**config.mk**
```make
export PLATFORM = sky130hd
export DESIGN_NAME = dmem_ram_bridge
export DESIGN_NICKNAME = d
export VERILOG_FILES = /design/src/rtl/dmem_bridge_pkg.sv /design/src/rtl/dmem_lane_fmt.sv /design/src/rtl/dmem_ram_bridge.sv
export SDC_FILE = /design/constraint.sdc
export NUM_CORES = 1
export LEC_CHECK = 0
export BUFFER_PORTS_ARGS = -buffer_cell sky130_fd_sc_hd__buf_4
export CAP_MARGIN = 20
export CORE_MARGIN = 3
export CORE_UTILIZATION = 45
export DETAILED_ROUTE_END_ITERATION = 7
export PLACE_DENSITY = 0.88
export SETUP_SLACK_MARGIN = 0.4
export SLEW_MARGIN = 20
export SYNTH_ARGS = -nofsm -noshare
export SYNTH_HDL_FRONTEND = slang
export SYNTH_SLANG_ARGS = --single-unit
```
**constraint.sdc**
```tcl
create_clock -name clk -period 2.8 [get_ports clk]
set_input_delay 0.7 -clock clk [delete_from_list [all_inputs] [get_ports clk]]
set_output_delay 0.7 -clock clk [all_outputs]
set_load 0.01 [all_outputs]
```
**src/rtl/dmem_bridge_pkg.sv**
```systemverilog
// Shared types and constants for the data-memory RAM bridge.
// Holds the access-size and FSM state encodings plus lane geometry.
package dmem_bridge_pkg;

   localparam int LANES     = 4;
   localparam int BYTE_BITS = 8;

   // Encoding 2'd3 is deliberately absent: it is the illegal size.
   typedef enum logic [1:0] {
      SZ_B = 2'd0,
      SZ_H = 2'd1,
      SZ_W = 2'd2
   } size_t;

   typedef enum logic [1:0] {
      IDLE = 2'd0,
      READ = 2'd1,
      RESP = 2'd2
   } state_t;

endpackage

```
**src/rtl/dmem_lane_fmt.sv**
```systemverilog
// Combinational lane formatter: store strobes and data replication,
// load lane extraction with sign or zero extension.
module dmem_lane_fmt
   import dmem_bridge_pkg::*;
(
   input  logic [1:0]  st_off,
   input  logic [1:0]  st_size,
   input  logic [31:0] st_wdata,
   output logic [3:0]  st_web,
   output logic [31:0] st_wdata_rep,
   input  logic [1:0]  ld_off,
   input  logic [1:0]  ld_size,
   input  logic        ld_unsigned,
   input  logic [31:0] ld_q,
   output logic [31:0] ld_data
);

   logic [31:0] ld_shift;

   always_comb begin
      st_web       = '0;
      st_wdata_rep = st_wdata;
      case (st_size)
         SZ_B: begin
            st_web       = 4'b0001 << st_off;
            st_wdata_rep = {LANES{st_wdata[BYTE_BITS-1:0]}};
         end
         SZ_H: begin
            st_web       = 4'b0011 << st_off;
            st_wdata_rep = {2{st_wdata[15:0]}};
         end
         SZ_W: st_web = 4'hF;
         default: st_web = '0;
      endcase
   end

   // Offset is in bytes, so the shift amount is offset * 8.
   assign ld_shift = ld_q >> {ld_off, 3'b000};

   always_comb begin
      ld_data = ld_shift;
      case (ld_size)
         SZ_B: ld_data = {{24{~ld_unsigned & ld_shift[7]}}, ld_shift[7:0]};
         SZ_H: ld_data = {{16{~ld_unsigned & ld_shift[15]}}, ld_shift[15:0]};
         default: ld_data = ld_shift;
      endcase
   end

endmodule

```
**src/rtl/dmem_ram_bridge.sv**
```systemverilog
// Data-side initiator for RAM port B: byte-addressed load/store requests in,
// word-addressed RAM accesses out. Optional DMEM_BRIDGE_RANGE_CHECK_EN adds a depth check.
module dmem_ram_bridge
   import dmem_bridge_pkg::*;
#(
   parameter int p_ADDR_BITS   = 32,
   parameter int p_DATA_BITS   = 32,
   parameter int p_MEM_ROW_NUM = 65536
) (
   input  logic                   clk,
   input  logic                   rst,
   input  logic                   req_valid,
   output logic                   req_ready,
   input  logic [p_ADDR_BITS-1:0] req_addr,
   input  logic                   req_wr,
   input  logic [1:0]             req_size,
   input  logic                   req_unsigned,
   input  logic [p_DATA_BITS-1:0] req_wdata,
   output logic                   resp_valid,
   input  logic                   resp_ready,
   output logic [p_DATA_BITS-1:0] resp_rdata,
   output logic                   resp_err,
   output logic [p_ADDR_BITS-1:0] ram_addr,
   output logic                   ram_ren,
   output logic                   ram_wen,
   output logic [3:0]             ram_web,
   output logic [p_DATA_BITS-1:0] ram_wdata,
   input  logic [p_DATA_BITS-1:0] ram_q
);

`ifdef DMEM_BRIDGE_RANGE_CHECK_EN
   localparam bit c_RANGE_CHECK = 1'b1;
`else
   localparam bit c_RANGE_CHECK = 1'b0;
`endif
   localparam logic [p_ADDR_BITS-1:0] c_ROWS = p_ADDR_BITS'(p_MEM_ROW_NUM);

   state_t                 state;
   logic [1:0]             ld_off;
   logic [1:0]             ld_size;
   logic                   ld_unsigned;
   logic [p_ADDR_BITS-1:0] word_idx;
   logic                   range_err;
   logic                   acc_err;
   logic                   accept;
   logic [3:0]             st_web;
   logic [31:0]            st_wdata_rep;
   logic [31:0]            ld_data;

   assign word_idx  = req_addr >> 2;
   assign range_err = c_RANGE_CHECK && (word_idx >= c_ROWS);
   assign acc_err   = (req_size == 2'd3)
                    | ((req_size == SZ_H) & req_addr[0])
                    | ((req_size == SZ_W) & (req_addr[1:0] != 2'b00))
                    | range_err;

   // RAM controls come straight from the request so the RAM samples them
   // on the same edge that accepts it.
   assign req_ready = (state == IDLE);
   assign accept    = req_ready & req_valid;
   assign ram_addr  = word_idx;
   assign ram_ren   = accept & ~acc_err & ~req_wr;
   assign ram_wen   = accept & ~acc_err & req_wr;
   assign ram_web   = ram_wen ? st_web : 4'b0000;
   assign ram_wdata = st_wdata_rep;

   dmem_lane_fmt u_lane_fmt (
      .st_off       (req_addr[1:0]),
      .st_size      (req_size),
      .st_wdata     (req_wdata),
      .st_web       (st_web),
      .st_wdata_rep (st_wdata_rep),
      .ld_off       (ld_off),
      .ld_size      (ld_size),
      .ld_unsigned  (ld_unsigned),
      .ld_q         (ram_q),
      .ld_data      (ld_data)
   );

   always_ff @(posedge clk or posedge rst) begin
      if (rst) begin
         state       <= IDLE;
         resp_valid  <= 1'b0;
         resp_rdata  <= '0;
         resp_err    <= 1'b0;
         ld_off      <= '0;
         ld_size     <= '0;
         ld_unsigned <= 1'b0;
      end else begin
         case (state)
            IDLE: begin
               if (req_valid) begin
                  if (acc_err || req_wr) begin
                     state      <= RESP;
                     resp_valid <= 1'b1;
                     resp_err   <= acc_err;
                     resp_rdata <= '0;
                  end else begin
                     state       <= READ;
                     ld_off      <= req_addr[1:0];
                     ld_size     <= req_size;
                     ld_unsigned <= req_unsigned;
                  end
               end
            end
            READ: begin
               state      <= RESP;
               resp_valid <= 1'b1;
               resp_err   <= 1'b0;
               resp_rdata <= ld_data;
            end
            RESP: begin
               if (resp_ready) begin
                  state      <= IDLE;
                  resp_valid <= 1'b0;
               end
            end
            default: begin
               state      <= IDLE;
               resp_valid <= 1'b0;
            end
         endcase
      end
   end

endmodule

```
==> results_dict.tcl, run 1 <==
set metrics [dict create \
    core-area_um2 6131 \
    critical_path_class "input pin to output pin" \
    setup_ws_ns 0.4277 \
    worst_slew_pin_slew_ns 0.8208 \
    setup_violations 0 \
    post_synth_num_cell_types 33 \
    grt.total_usage_pct 21.50 \
    max_freq_mhz 421.5 \
    root_buffer "clkbuf_8" \
    num_io_pins 209 \
    start_util_pct 47.84 \
    hpwl_um 6558 \
    drc_errors 0 \
    outcome "finished, final reports clean" \
    dpl_worst_slack_ns 0.2953 \
    endpoint_kind "output pin" \
    syn_inst 274 \
    overflow 0 \
    worstPathArrival_ns 1.67 \
    grt_max_degree 42 \
    wl_per_cell_um 18.14 \
    r2r_start "state[1]$_DFFE_PP0P_" \
    slew_violations 0 \
    numCtsBuffers 5 \
    async_flop_share_pct 100.0 \
    rows 28 \
    fin_skew_ns 0.005336 \
    cts_tree "yes" \
    fin_crit_ns 2.372 \
    critPathMaxFanout 15 \
    clk_pin_slew_ns 0.07 \
    dieHeight_um 86.73 \
    synth_edf_count 0 \
    place.gp.congestion 0.8918 \
    finalSetupTns_ns 0 \
    dpl_cell_area_um2 3739 \
    layout_commonest_cell "buf_4" \
    crit_end "ram_web[3]" \
    reg2reg_depth 5 \
    startpoint_type "input pin" \
    syn_avg_cell_area_um2 10.70 \
    hold_viol_final 0 \
    period_share_pct 84.72 \
    maxCapViolations 0 \
    grt_pass1_wl_um 12740 \
    clkLatencyLatePin_ns 0.29 \
    cts_hold_buf 0 \
    dr.pass1.iters 4 \
    synth_area_um2 2933 \
    utilization_pct 63.33 \
    ys_ff_latch 41 \
    rrSetupSlack_ns 0.88 \
    grt_pass1_vias 2467 \
    cts.sinks 41 \
    vias 2545 \
    antenna_cells 0 \
    hold_ws_ns 0.4915 \
    antenna_found_initial 0 \
    irDropWorstVdd_uv 449.5 \
    clock_path_buffers 2 \
    nNetsFinal 485 \
    synth-main-ff-cell "dfrtp_1" \
    power.leakage_nw 1.942 \
    power_density_nw_per_um2 598.3 \
    h-tree-depth 2 \
    drt_wl_total_um 8291 \
    r2r-end "resp_rdata[28]$_DFFE_PP0P_" \
    area_delta_synth_final_pct 32.38 \
    critPathRequiredTime_ns 2.10 \
    max-slew-margin-rel_pct 45.28 \
    ys_warn_count 0 \
    drive_gt1_share_pct 59.69 \
    final_area_um2 3882 \
    rsz0062_at_grt "true" \
    dieWidth_um 86.73 \
    port_buffers 146 \
    viasPerCell 5.569 \
    hold_class "flip-flop to flip-flop" \
    drt_iter0_drc 123 \
    final_cell_mix "buf_4 (159), dfrtp_1 (41), mux2_2 (37)" \
    yosysSeqAreaShare_pct 34.98 \
    crit_start "req_size[1]" \
    fp.dieArea_um2 7522 \
    ant_nets 0 \
]
==> worst max-delay path, stage by stage <==
cell     delay (ns)
buf_4          0.17
a21o_1         0.19
o31ai_4        0.07
nand4_1        0.12
buf_4          0.17
a21oi_1        0.12
buf_4          0.14
==> sequential cells by signal (all words and copies together) (netlist names) <==
signal,flops
resp_err,1
resp_valid,1
ld_unsigned,1
ld_size,2
ld_off,2
resp_rdata,32
state,2
==> worst min path at each step <==
stage | slack, ns | endpoint | cells past startpoint | start
6_report | 0.49 | resp_rdata[0]$_DFFE_PP0P_ | 1 | resp_rdata[0]$_DFFE_PP0P_
3_3_place_gp | 0.48 | resp_rdata[13]$_DFFE_PP0P_ | 1 | resp_rdata[13]$_DFFE_PP0P_
3_5_place_dp | 0.48 | resp_rdata[15]$_DFFE_PP0P_ | 1 | resp_rdata[15]$_DFFE_PP0P_
2_1_floorplan | 0.52 | state[1]$_DFFE_PP0P_ | 2 | state[1]$_DFFE_PP0P_
5_1_grt | 0.51 | resp_rdata[6]$_DFFE_PP0P_ | 1 | resp_rdata[6]$_DFFE_PP0P_
4_1_cts | 0.50 | resp_rdata[0]$_DFFE_PP0P_ | 1 | resp_rdata[0]$_DFFE_PP0P_
==> final cells by class <==
| class | count | area (um^2) |
|---|---|---|
| multi-input combinational | 168 | 1430 |
| fill | 486 | 2248 |
| inverter | 6 | 22.52 |
| clock inverter | 1 | 30.03 |
| sequential | 41 | 1026 |
| tap | 75 | 93.84 |
| clock buffer | 7 | 86.33 |
| timing repair buffer | 159 | 1194 |
==> per-stage QoR <==
stage	total power, mW	instances
after floorplan	1.537	275
after global placement	1.813	447
after detailed placement	1.844	447
after CTS	2.340	456
after global routing	2.465	457
final	2.323	457
==> where the power goes <==
group	switching, mW	internal, mW
registers	0.103	0.703
clock network	0.190	0.290
logic	0.484	0.553
total	0.777	1.55
==> cell usage after synthesis, types with 2 or more instances <==
cell type | n | area share (%)
nor3b_2 | 2 | 0.85
buf_8 | 2 | 1.0
a21oi_1 | 11 | 1.9
mux4_2 | 2 | 1.5
mux2i_1 | 18 | 6.1
nor2_1 | 19 | 2.4
nand2_1 | 14 | 1.8
clkbuf_8 | 3 | 1.4
clkbuf_1 | 5 | 0.64
buf_6 | 5 | 1.9
buf_2 | 4 | 0.68
o21ai_0 | 11 | 1.9
inv_1 | 6 | 0.77
buf_4 | 40 | 10
dfrtp_1 | 41 | 35
a221o_2 | 16 | 6.1
mux2_2 | 37 | 14
nand2b_1 | 2 | 0.43
a221oi_1 | 8 | 2.4
o2bb2ai_1 | 15 | 4.5
==> repair_timing <==
item | CTS | global route
resized for setup | 1 | 1
pin swaps | 1 | 2
buffers inserted | 1 | 1
endpoints found under the hold margin | 0 | 0
setup endpoints to repair | 5 | 4
==> per-layer routing <==
metal / track usage, % / routed length, um / up-vias
li1: - / - / 1186
met1: 27.12 / 3329 / 1219
met2: 36.23 / 4255 / 107
met3: 4.563 / 505 / 33
met4: 7.790 / 200 / 0
met5: 0 / 0 / -
==> kinds of logic after synthesis <==
family	share of synthesized area, %
compound gates	18.64
buf+inv	16.81
mux	21.89
simple gates	7.551
flops	34.98
other cells	0.1279
No activity file was read; power rests on OpenSTA's default activity.
==> run 2, diff against run 1 <==
- CORE_UTILIZATION: 45 -> 42
- PLACE_DENSITY: 0.88 -> 0.83
- clock period: 2.8 -> 2.4 ns (I/O delays scaled with it)
==> results_dict.tcl, run 2 (same netlist as run 1, synthesis figures left out) <==
set metrics [dict create \
    clock_path_buffers 2 \
    dieHeight_um 89.57 \
    worst_slew_pin_slew_ns 0.7246 \
    root_buffer "clkbuf_8" \
    final_area_um2 4265 \
    finalSetupTns_ns 0 \
    antenna_cells 0 \
    numCtsBuffers 5 \
    startpoint_type "input pin" \
    fin_skew_ns 0.008200 \
    h-tree-depth 2 \
    period_share_pct 90.08 \
    final_cell_mix "buf_4 (139), dfrtp_1 (41), mux2_2 (26)" \
    critical_path_class "input pin to output pin" \
    num_io_pins 209 \
    hpwl_um 6678 \
    worstPathArrival_ns 1.56 \
    fin_crit_ns 2.162 \
    dpl_worst_slack_ns 0.09099 \
    crit_slowest_cell "a21o_1" \
    overflow 0 \
    max-slew-margin-rel_pct 51.56 \
    cpPeakStageDelay_ns 0.20 \
    setup_violations 0 \
    maxCapViolations 0 \
    top_register "resp_rdata" \
    critPathRequiredTime_ns 1.80 \
    hold_viol_final 0 \
    cts_tree "yes" \
    wl_per_cell_um 19.00 \
    max_freq_mhz 462.6 \
    rsz0062_at_grt "true" \
    slew_violations 0 \
    vias 2615 \
    grt_pass1_vias 2542 \
    cts_hold_buf 0 \
    hold_class "input pin to async pin" \
    power.leakage_nw 2.103 \
    nNetsFinal 495 \
    critPathMaxFanout 3 \
    irDropWorstVdd_uv 429.8 \
    fillers 496 \
    cpMostUsedCell "buf_4" \
    cts.sinks 41 \
    core-area_um2 6568 \
    dr.pass1.iters 4 \
    rows 29 \
    setup_ws_ns 0.2382 \
    dieWidth_um 89.57 \
    start_util_pct 44.66 \
    hold_ws_ns 0.4148 \
    layout_commonest_cell "buf_4" \
    endpoint_kind "output pin" \
    antenna_found_initial 0 \
    largest_reg_flops 32 \
    utilization_pct 64.95 \
    dpl_cell_area_um2 3772 \
    seq_area_um2 1026 \
    dpl.cell_count 464 \
    drt_iter0_drc 160 \
    grt_pass1_wl_um 13120 \
    drt_wl_total_um 9213 \
    path_cells "buf_12, a21o_1, o31ai_4, nand4_1, buf_4, a21oi_2, buf_4" \
    drc_errors 0 \
    ant_nets 0 \
    viasPerCell 5.392 \
    p_total_mw 2.808 \
    port_buffers 146 \
    area_delta_synth_final_pct 45.44 \
    power_density_nw_per_um2 658.4 \
    grt_max_degree 42 \
    clkLatencyLatePin_ns 0.30 \
    grt.total_usage_pct 21.26 \
    place.gp.congestion 0.8445 \
    fin_cells 485 \
    drive_gt1_share_pct 64.29 \
    fp.dieArea_um2 8022 \
    multi_input_area_um2 1525 \
    clk_pin_slew_ns 0.08 \
    outcome "finished, final reports clean" \
]
==> run 2: cell types whose count changed in the layout (fill, tap and decap cells not counted), moves of 4 or more <==
cell	delta
o21ai_0	-4
mux2_4	+11
buf_6	+20
mux2_2	-11
nor2_1	-4
buf_12	+5
buf_4	-20
==> run 2: final cells by class <==
cell class / count / area share, %
Clock inverter: 2 / 0.9094
Timing Repair Buffer: 169 / 34.32
Clock buffer: 6 / 1.701
Sequential cell: 41 / 24.05
Inverter: 6 / 0.5280
Multi-Input combinational cell: 168 / 35.76
Tap cell: 93 / 2.728
==> run 2: power by group <==
part           leakage, nW  internal (mW)  switching [mW]
logic                 1.50          0.711           0.603
clock network       0.0554          0.312           0.240
registers            0.548          0.820           0.123
total                 2.10           1.84           0.965
==> run 2: path summary, 6_finish.rpt <==
check	end	slack (ns)	start	cells past startpoint
min	resp_rdata[3]$_DFFE_PP0P_	0.41	rst	3
max reg2reg	ld_size[1]$_DFFE_PP0P_	0.59	state[1]$_DFFE_PP0P_	8
max in group asynchronous	resp_rdata[20]$_DFFE_PP0P_	1.62	rst	3
max	ram_web[1]	0.24	req_addr[0]	7
min reg2reg	resp_rdata[8]$_DFFE_PP0P_	0.50	resp_rdata[8]$_DFFE_PP0P_	1
min in group clk	resp_rdata[8]$_DFFE_PP0P_	0.50	resp_rdata[8]$_DFFE_PP0P_	1
==> run 2: worst max-delay path: cells and delay by family <==
kind | cells | cell delay [ns]
AND/OR/NAND/NOR | 1 | 0.16
AO/OA/AOI/OAI | 3 | 0.37
buffers and inverters | 3 | 0.43
==> run 2: timing repair <==
action	4_1_cts	5_1_grt
cloned	0	2
setup buffers	9	2
pin swaps	5	5
setup endpoints to repair	26	64
gates resized for setup	30	40
hold endpoints to repair	0	0
==> run 2: per-layer routing <==
layer	vias to the layer above	part of all wire, %	global-route usage [%]	wire [um]
li1	1212	-	-	-
met5	-	0	0	0
met2	111	50	33.58	4644
met4	0	2.6	6.901	238
met3	28	5.4	4.516	496
met1	1264	42	28.98	3834
==> run 3, diff against run 2 <==
- CORE_UTILIZATION: 42 -> 35
- PLACE_DENSITY: 0.83 -> 0.71
==> results_dict.tcl, run 3 (same netlist as run 1, synthesis figures left out) <==
set metrics [dict create \
    outcome "finished, final reports clean" \
    nNetsFinal 494 \
    overflow 0 \
    rows 32 \
    startpoint_type "input pin" \
    start_util_pct 36.99 \
    critPathMaxFanout 5 \
    antenna_found_initial 0 \
    slew_violations 0 \
    max_freq_mhz 478.4 \
    irDropWorstVdd_uv 283.7 \
    fin_cells 492 \
    fin_crit_ns 2.090 \
    ant_nets 0 \
    max-slew-margin-rel_pct 53.37 \
    clock_path_buffers 2 \
    port_buffers 146 \
    power.leakage_nw 2.059 \
    worst_slew_pin_slew_ns 0.6976 \
    dieHeight_um 97.54 \
    clk_pin_slew_ns 0.08 \
    core-area_um2 7928 \
    h-tree-depth 2 \
    root_buffer "clkbuf_8" \
    grt.total_usage_pct 17.42 \
    largest_reg_flops 32 \
    vias 2523 \
    maxCapViolations 0 \
    finalSetupTns_ns 0 \
    critical_path_class "input pin to output pin" \
    worstPathArrival_ns 1.49 \
    dieWidth_um 97.54 \
    hold_viol_final 0 \
    p_total_mw 2.666 \
    power_density_nw_per_um2 639.4 \
    drt_wl_total_um 8887 \
    critPathRequiredTime_ns 1.80 \
    drive_gt1_share_pct 62.82 \
    dr.pass1.iters 4 \
    dpl.cell_count 471 \
    grt_pass1_wl_um 13620 \
    grt_pass1_vias 2518 \
    setup_violations 0 \
    num_io_pins 209 \
    hold_ws_ns 0.4358 \
    numCtsBuffers 5 \
    clkLatencyLatePin_ns 0.28 \
    wl_per_cell_um 18.06 \
    cts.sinks 41 \
    hpwl_um 6648 \
    final_cell_mix "buf_4 (146), dfrtp_1 (40), mux2_2 (28)" \
    cts_tree "yes" \
    hold_class "input pin to async pin" \
    fillers 718 \
    drc_errors 0 \
    grt_max_degree 42 \
    layout_commonest_cell "buf_4" \
    rsz0062_at_grt "true" \
    endpoint_kind "output pin" \
    drt_iter0_drc 161 \
    fp.dieArea_um2 9514 \
    period_share_pct 87.10 \
    viasPerCell 5.128 \
    antenna_cells 0 \
    place.gp.congestion 0.9232 \
    fin_skew_ns 0.005205 \
    area_delta_synth_final_pct 42.15 \
    top_register "resp_rdata" \
]
run 3: final cells by class:
type / instances / area, um^2 / area share [%]
multi-input cells: 168 / 1494 / 35.83
repair buffers: 168 / 1408 / 33.76
flip-flops and latches: 41 / 1027 / 24.64
well taps: 102 / 127.6 / 3.061
clock buffers: 6 / 82.58 / 1.981
inverters: 6 / 22.52 / 0.5402
clock inverters: 1 / 7.507 / 0.1801
run 3: metal layers:
layer | track usage (%) | share of wire, %
met1 | 23.42 | 42
met2 | 28.10 | 50
met3 | 3.087 | 5.0
met4 | 6.177 | 2.6
met5 | 0 | 0
run 3: power breakdown:
| group | internal, mW | leakage (nW) | switching [mW] |
|---|---|---|---|
| clock network | 0.227 | 0.0433 | 0.225 |
| registers | 0.820 | 0.547 | 0.121 |
| logic | 0.693 | 1.47 | 0.579 |
run 3: repair_timing:
item | CTS | global route
setup endpoints to repair | 19 | 27
hold buffers | 0 | 0
resized for setup | 26 | 19
cloned | 1 | 0
setup buffers | 12 | 1
pin swaps | 3 | 3
run 3: per-stage QoR:
step,area [um^2],setup slack [ns],utilization (%)
4_1_cts,4095,0.3154,51.66
5_1_grt,4169,0.2714,52.59
3_5_place_dp,3769,0.06556,47.54
6_report,4169,0.3097,52.59
3_3_place_gp,3769,0.1038,47.54
2_1_floorplan,2975,0.3613,-
run 3: critical path, stage by stage:
cell	delay [ns]
buf_12	0.11
a21o_1	0.20
o31ai_4	0.06
nand4_1	0.13
buf_6	0.16
a21oi_2	0.10
buf_4	0.13
run 3: final timing paths:
check	end	startpoint	cells past startpoint	slack, ns
min	resp_rdata[5]$_DFFE_PP0P_	rst	3	0.44
max	ram_web[3]	req_addr[0]	7	0.31
min reg2reg	resp_rdata[14]$_DFFE_PP0P_	resp_rdata[14]$_DFFE_PP0P_	1	0.50
max in group asynchronous	state[0]$_DFFE_PP0P_	rst	3	1.60
min in group clk	resp_rdata[14]$_DFFE_PP0P_	resp_rdata[14]$_DFFE_PP0P_	1	0.50
max reg2reg	resp_rdata[20]$_DFFE_PP0P_	ld_off[0]$_DFFE_PP0P_	5	0.51
